==> config.mk <==
export PLATFORM = sky130hd
export DESIGN_NAME = forward_scoreboard
export DESIGN_NICKNAME = d
export VERILOG_FILES = /design/src/rtl/fwd_pkg.sv /design/src/rtl/fwd_lookup.sv /design/src/rtl/forward_scoreboard.sv
export SDC_FILE = /design/constraint.sdc
export NUM_CORES = 1
export LEC_CHECK = 0
export CELL_PAD_IN_SITES_DETAIL_PLACEMENT = 0
export CELL_PAD_IN_SITES_GLOBAL_PLACEMENT = 1
export CORE_MARGIN = 2
export CORE_UTILIZATION = 35
export CTS_CLUSTER_DIAMETER = 100
export DETAILED_ROUTE_END_ITERATION = 8
export PLACE_DENSITY_LB_ADDON = 0.1
export SLEW_MARGIN = 15
export SYNTH_ARGS = -nofsm -noshare
export SYNTH_HDL_FRONTEND = slang
export SYNTH_SLANG_ARGS = --single-unit
==> constraint.sdc <==
create_clock -name clk -period 5.41 [get_ports clk]
set_input_delay 1.082 -clock clk [delete_from_list [all_inputs] [get_ports clk]]
set_output_delay 1.082 -clock clk [all_outputs]
set_load 0.01 [all_outputs]
==> src/rtl/fwd_pkg.sv <==
// Forwarding scoreboard shared definitions.
// Default widths, entry record layout and the zero-register constant.
package fwd_pkg;

  localparam int FWD_DEPTH   = 2;
  localparam int FWD_NUM_SRC = 2;
  localparam int FWD_REG_W   = 5;
  localparam int FWD_DATA_W  = 32;

  localparam logic [FWD_REG_W-1:0] ZERO_REG = '0;

  typedef struct packed {
    logic                  valid;
    logic [FWD_REG_W-1:0]  dest;
    logic [FWD_DATA_W-1:0] data;
    logic                  ready;
  } fwd_entry_t;

endpackage

==> src/rtl/fwd_lookup.sv <==
// Per-source priority match over the producer entries.
// Macro FWD_LOAD_USE_STALL_EN adds the pend (load-use) output.
module fwd_lookup
  import fwd_pkg::*;
#(
  parameter int DEPTH  = FWD_DEPTH,
  parameter int REG_W  = FWD_REG_W,
  parameter int DATA_W = FWD_DATA_W
) (
  input  logic [DEPTH-1:0]             ent_valid,
  input  logic [DEPTH-1:0][REG_W-1:0]  ent_dest,
  input  logic [DEPTH-1:0][DATA_W-1:0] ent_data,
  input  logic [DEPTH-1:0]             ent_ready,
  input  logic                         load_valid,
  input  logic [DATA_W-1:0]            load_data,
  input  logic [REG_W-1:0]             src,
  input  logic                         used,
  output logic                         hit,
`ifdef FWD_LOAD_USE_STALL_EN
  output logic                         pend,
`endif
  output logic [DATA_W-1:0]            data
);

  logic              found;
  logic              sel_ready;
  logic              sel_young;
  logic [DATA_W-1:0] sel_data;
  logic              active;

  // Youngest matching entry wins; a not-ready pick blocks older ones.
  always_comb begin
    found     = 1'b0;
    sel_ready = 1'b0;
    sel_young = 1'b0;
    sel_data  = '0;
    for (int i = 0; i < DEPTH; i++) begin
      if (!found && ent_valid[i] && ent_dest[i] == src) begin
        found     = 1'b1;
        sel_ready = ent_ready[i];
        sel_young = (i == 0);
        sel_data  = ent_data[i];
      end
    end
    active = used && (src != REG_W'(ZERO_REG)) && found;
    hit  = 1'b0;
    data = '0;
`ifdef FWD_LOAD_USE_STALL_EN
    pend = 1'b0;
`endif
    if (active) begin
      if (sel_ready) begin
        hit  = 1'b1;
        data = sel_data;
      end else if (sel_young && load_valid) begin
        hit  = 1'b1;
        data = load_data;
      end else begin
`ifdef FWD_LOAD_USE_STALL_EN
        pend = 1'b1;
`endif
      end
    end
  end

endmodule

==> src/rtl/forward_scoreboard.sv <==
// Bypass scoreboard: producer shift register plus per-source lookup.
// Macro FWD_LOAD_USE_STALL_EN enables load-use stall generation.
module forward_scoreboard
  import fwd_pkg::*;
#(
  parameter int DEPTH   = FWD_DEPTH,
  parameter int NUM_SRC = FWD_NUM_SRC,
  parameter int REG_W   = FWD_REG_W,
  parameter int DATA_W  = FWD_DATA_W
) (
  input  logic                      clk,
  input  logic                      reset,
  input  logic                      hold,
  input  logic                      flush,
  input  logic                      ex_valid,
  input  logic [REG_W-1:0]          ex_dest,
  input  logic [DATA_W-1:0]         ex_data,
  input  logic                      ex_ready,
  input  logic                      mem_load_valid,
  input  logic [DATA_W-1:0]         mem_load_data,
  input  logic [NUM_SRC*REG_W-1:0]  src_reg,
  input  logic [NUM_SRC-1:0]        src_used,
  output logic [NUM_SRC-1:0]        fwd_hit,
  output logic [NUM_SRC*DATA_W-1:0] fwd_data,
  output logic                      stall
);

  logic [DEPTH-1:0]             valid_q, valid_d;
  logic [DEPTH-1:0][REG_W-1:0]  dest_q, dest_d;
  logic [DEPTH-1:0][DATA_W-1:0] data_q, data_d;
  logic [DEPTH-1:0]             ready_q, ready_d;

  logic fill;
  logic ex_take;

  assign fill = mem_load_valid & valid_q[0] & ~ready_q[0];

`ifdef FWD_LOAD_USE_STALL_EN
  logic [NUM_SRC-1:0] pend;
  assign stall   = |pend;
  assign ex_take = ex_valid & ~flush & ~stall;
`else
  assign stall   = 1'b0;
  assign ex_take = ex_valid & ~flush;
`endif

  // Shift producers older; under hold only fill entry 0 in place.
  always_comb begin
    valid_d = valid_q;
    dest_d  = dest_q;
    data_d  = data_q;
    ready_d = ready_q;
    if (hold) begin
      if (fill) begin
        data_d[0]  = mem_load_data;
        ready_d[0] = 1'b1;
      end
    end else begin
      for (int i = 1; i < DEPTH; i++) begin
        valid_d[i] = valid_q[i-1];
        dest_d[i]  = dest_q[i-1];
        data_d[i]  = data_q[i-1];
        ready_d[i] = ready_q[i-1];
        if (i == 1 && fill) begin
          data_d[i]  = mem_load_data;
          ready_d[i] = 1'b1;
        end
      end
      valid_d[0] = ex_take;
      dest_d[0]  = ex_dest;
      data_d[0]  = ex_data;
      ready_d[0] = ex_ready;
    end
  end

  // Entry storage; reset overrides hold, flush and fill.
  always_ff @(posedge clk) begin
    if (reset) begin
      valid_q <= '0;
      dest_q  <= '0;
      data_q  <= '0;
      ready_q <= '0;
    end else begin
      valid_q <= valid_d;
      dest_q  <= dest_d;
      data_q  <= data_d;
      ready_q <= ready_d;
    end
  end

  for (genvar k = 0; k < NUM_SRC; k++) begin : g_src
    fwd_lookup #(
      .DEPTH (DEPTH),
      .REG_W (REG_W),
      .DATA_W(DATA_W)
    ) u_lookup (
      .ent_valid (valid_q),
      .ent_dest  (dest_q),
      .ent_data  (data_q),
      .ent_ready (ready_q),
      .load_valid(mem_load_valid),
      .load_data (mem_load_data),
      .src       (src_reg[k*REG_W +: REG_W]),
      .used      (src_used[k]),
      .hit       (fwd_hit[k]),
`ifdef FWD_LOAD_USE_STALL_EN
      .pend      (pend[k]),
`endif
      .data      (fwd_data[k*DATA_W +: DATA_W])
    );
  end

endmodule

## After elaboration in Yosys (flattened, before gate mapping)

Cells that the tools add are included.

| storage, ports and cells | value |
|---|---|
| bits in registers | 78 |
| bits of input ports | 88 |
| output and inout bits | 67 |
| logic and storage cells | 62 |

| cells by class | value |
|---|---|
| equal/unequal tests | 4 |
| muxes and demuxes | 30 |
| bitwise logic cells | 5 |
| reduce and logical (&&, ||, !) cells | 16 |

Operators by type and width:

| operator | count |
|---|---|
| two-way mux 32 bit | 12 |
| equality test 5 bit | 4 |
| two-way mux 1 bit | 18 |
| logical AND 1 bit | 12 |
| nonzero test 5 bit | 2 |
| AND 1 bit | 3 |
| logical NOT 1 bit | 2 |
| inverter 1 bit | 2 |

## Longest topological paths before layout

| depth | value |
|---|---|
| depth in word-level cells | 11 |
| mapped depth | 8 |
| mapped depth without buffers | 5 |

## By module

Synthesis repeated with hierarchy kept, for this count alone.

| second synthesis, totals | value |
|---|---|
| cell total of the unflattened synthesis | 773 |
| area, all modules | 6015.8 µm² |

By module, submodules not included:

| module | times used | cells an instance | area each (µm²) | sequential area each (µm²) |
|---|---|---|---|---|
| forward_scoreboard | 1 | 337 | 3047.9 | 1561.5 |
| fwd_lookup | 2 | 218 | 1483.9 | 0.0 |

## Worst setup path after synthesis

OpenSTA, ideal clock, no wires.

| path | value |
|---|---|
| path kind | in2out |
| from | in src_reg[5] |
| to | out fwd_data[34] |
| arrival time | 2507 ps |
| required time | 4328 ps |
| slack | 1821 ps |
| stages on the path | 6 |
| path buffers | 1 |
| path through | xor2_1 > nor4_1 > o211a_1 > o221ai_2 > clkbuf_1 > nor3_1 |

| on the way | value |
|---|---|
| word-level cells in the longest chain between the ends | 11 |
| elaborated cells on any way between the ends | 20 |

RTL lines:

| what | RTL line | source |
|---|---|---|
| from (decl) | forward_scoreboard.sv:21 | `input logic [NUM_SRC*REG_W-1:0] src_reg,` |
| equality test 5 bit | fwd_lookup.sv:38 | `if (!found && ent_valid[i] && ent_dest[i] == src) begin` |
| logical AND 1 bit | fwd_lookup.sv:38 |  |
| two-way mux 1 bit | fwd_lookup.sv:38 |  |
| logical NOT 1 bit | fwd_lookup.sv:38 |  |
| logical AND 1 bit (2 in a row) | fwd_lookup.sv:38 |  |
| two-way mux 1 bit | fwd_lookup.sv:38 |  |
| logical AND 1 bit | fwd_lookup.sv:55 | `end else if (sel_young && load_valid) begin` |
| two-way mux 32 bit | fwd_lookup.sv:55 |  |
| two-way mux 32 bit | fwd_lookup.sv:52 | `if (sel_ready) begin` |
| two-way mux 32 bit (*) | fwd_lookup.sv:51 | `if (active) begin` |
| to (decl) | forward_scoreboard.sv:24 | `output logic [NUM_SRC*DATA_W-1:0] fwd_data,` |

Every way passes the cells marked *; elsewhere a longest branch is shown, timed or not.

## Worst setup path after layout

| path | value |
|---|---|
| from | in src_reg[0] |
| to | out fwd_data[19] |

The elaborated chain is that of the path after synthesis.

==> flow_summary.ini <==
[synthesis]
ys.flop_type = dfxtp_1
ys_warn_count = 0
synth_fp_nets = 740
async_reset_ff_frac = 0
syn_inst = 652
synth.distinct_cells = 35
ys_ff_latch = 78
avgSynthCellArea_sq_um = 7.78
yosysSeqAreaShare = 0.308
syn_area_sq_mm = 0.00507
synth_edf_count = 0

[pwr]
total_power_mw = 1.53
switching_share = 0.250
p_int_mw = 1.15
pwr_density_cell_mw_per_mm2 = 218
combPwrFrac = 0.145
power.share.clock = 0.439
p_sw_mw = 0.382
p_leak_nw = 2.55
peakVddDrop_mv = 0.197
seqPwrFrac = 0.415

[place]
gp_congestion = 0.847
io_buffers = 153
place_area_sq_mm = 0.00671
dp_hpwl_mm = 11.7

[global_route]
grt_use_met3 = 0.0382
globalRouteMet1Util = 0.297
grt_pass1_wl_mm = 29.9
met2_usage = 0.394
busiest_layer = met2
grt_util_all_layers = 0.234
grt_pass1_vias = 5667
grt_max_degree = 100
grt-ovfl-total = 0
antenna_found_initial = 0

[drt]
drc = 0
via_per_inst = 5.86
wirelength_mm = 18.5
dr.pass1.iters = 5
antenna_left = 0
vias = 5558
wire_per_inst_um = 19.5
drtIter0Drc = 297

[run_status]
status = completed

[timing]
timing.final.crit_share = 0.946
finClkSkew_ns = 0.00398
rsz0062_at_grt = false
final.min_clock_period_ns = 5.12
hold_viol_final = 0
fmax_ghz = 0.195
setup_viol = 0
tns_ns = 0
tightestPinTransition_ns = 1.12
slew_viol_final = 0
relSlewSlack = 0.253

[cts]
post_cts_buffers = 0
cts-root-buf = clkbuf_16
htreeDepth = 3
tritoncts = done
clk_pin_slew_ns = 0.06
clock-sinks = 78
post_cts_resized = 0
clockBufferDepth = 2
ctsHoldBuffers = 0
cts_buffers = 9
clk_latency_ns = 0.33

[setup_path]
crit_fanout = 21
ff2ff_setup_slack_ns = 3.20
critPathTopFamily = buffers and inverters
cp_cell_sequence = clkdlybuf4s50_1 -> xnor2_1 -> nand4_1 -> a211oi_4 -> buf_4 -> o221ai_4 -> buf_4 -> a311oi_2 -> clkdlybuf4s50_1
worst-path-buf-inv = 4
critPathCaptureType = primary output
cp-start-kind = primary input
path_class = in2out
cp_slowest_cell = clkdlybuf4s50_1
crit_path_max_incr_delay_ns = 0.60
cp.arrival_ns = 4.03
crit_required_ns = 4.33

[floorplanning]
die_h_um = 124
die_area_sq_mm = 0.0155
die_x_um = 124
coreArea_sq_mm = 0.0140
rows = 43
io_pins = 155
initial_core_util = 0.362

[worst_hold_path]
min_path_type = reg2reg

[layout]
syn2layout_area_growth_pct = 38.7
layout-drive-gt1-share = 0.102
layout_commonest_cell = clkdlybuf4s50_1
diodes = 0
final_cell_mix = 151 x clkdlybuf4s50_1, 112 x nor2_1, 98 x nor3_1
fin_area_sq_mm = 0.00703
fin_nets = 852

[run]
drv_cap = 0
[final cells by class]
class                   count  area [sq um]
clock inverters             3          67.6
clock buffers              12           256
repair buffers            176          1750
well taps                 180           225
inverters                   3          11.3
fillers                  1388          6960
multi-input cells         496          3160
flip-flops and latches     78          1560
[path summary, 6_finish.rpt]
| check | start | endpoint | cells past startpoint |
|---|---|---|---|
| worst max-delay path | src_reg[0] | fwd_data[19] | 9 |
| worst min-delay path | data_q[54] | data_q[54] | 2 |
| worst max register to register | ready_q[0] | data_q[60] | 6 |
| worst min register to register | data_q[54] | data_q[54] | 2 |
[power groups by stage]
stage | clock network (mW) | logic [mW] | registers, mW
final | 0.672 | 0.222 | 0.636
after global routing | 0.708 | 0.243 | 0.640
after CTS | 0.681 | 0.222 | 0.635
after detailed placement | 0 | 0.220 | 0.647
after global placement | 0 | 0.217 | 0.646
after floorplan | 0 | 0.123 | 0.640
[worst register-to-register path: cells and delay by family (launching register included)]
| kind | cells | cell delay (ns) |
|---|---|---|
| flip-flops | 1 | 0.38 |
| AO/OA/AOI/OAI | 1 | 0.16 |
| AND/OR/NAND/NOR | 3 | 0.64 |
| multiplexers | 1 | 0.34 |
| buffers and inverters | 1 | 0.54 |
[layer usage]
metal  up-vias  part of all wire
met3        41             0.062
met2       238              0.48
li1       2636                 -
met5         -                 0
met1      2643              0.44
met4         0             0.023
[state kept, by name (all words and copies together) (netlist names)]
signal	count
data_q	64
dest_q	10
ready_q	2
valid_q	2
[synth_stat cells, drive strengths merged, types with 2 or more instances]
cell type    n  area share
nor2       113       0.084
nor3       100       0.099
dfxtp       78        0.31
nand3       65       0.064
clkbuf      50       0.037
mux2i       43       0.085
a21oi       35       0.035
a211oi      34       0.053
a311oi      32       0.092
o22ai       32       0.039
buf         25       0.035
xnor2       16       0.028
nand2        4      0.0030
xor2         4      0.0069
inv          3      0.0022
nand4        3      0.0037
o221ai       2      0.0081
or4          2      0.0030
[cell families (layout without fill, tap and decap cells)]
group,Yosys count,after routing,share of synthesized area
AOI/OAI and AO/OA,137,137,0.231
muxes,43,43,0.0849
xor gates and xnor gates,20,20,0.0345
buffers and inverters,78,194,0.0740
DFF,78,78,0.308
other,1,1,0.000740
and+or+nand+nor,295,295,0.267
[per-stage QoR]
step | setup WS [ns] | std cells | utilization | hold WS, ns
2_1_floorplan | 1.82 | 652 | - | 0.472
3_3_place_gp | 0.340 | 933 | 0.480 | 0.493
3_5_place_dp | 0.297 | 933 | 0.480 | 0.506
4_1_cts | 0.285 | 948 | 0.503 | 0.520
5_1_grt | 0.131 | 948 | 0.503 | 0.543
6_report | 0.295 | 948 | 0.503 | 0.519
Note: power is estimated with default switching activity, not from simulation.
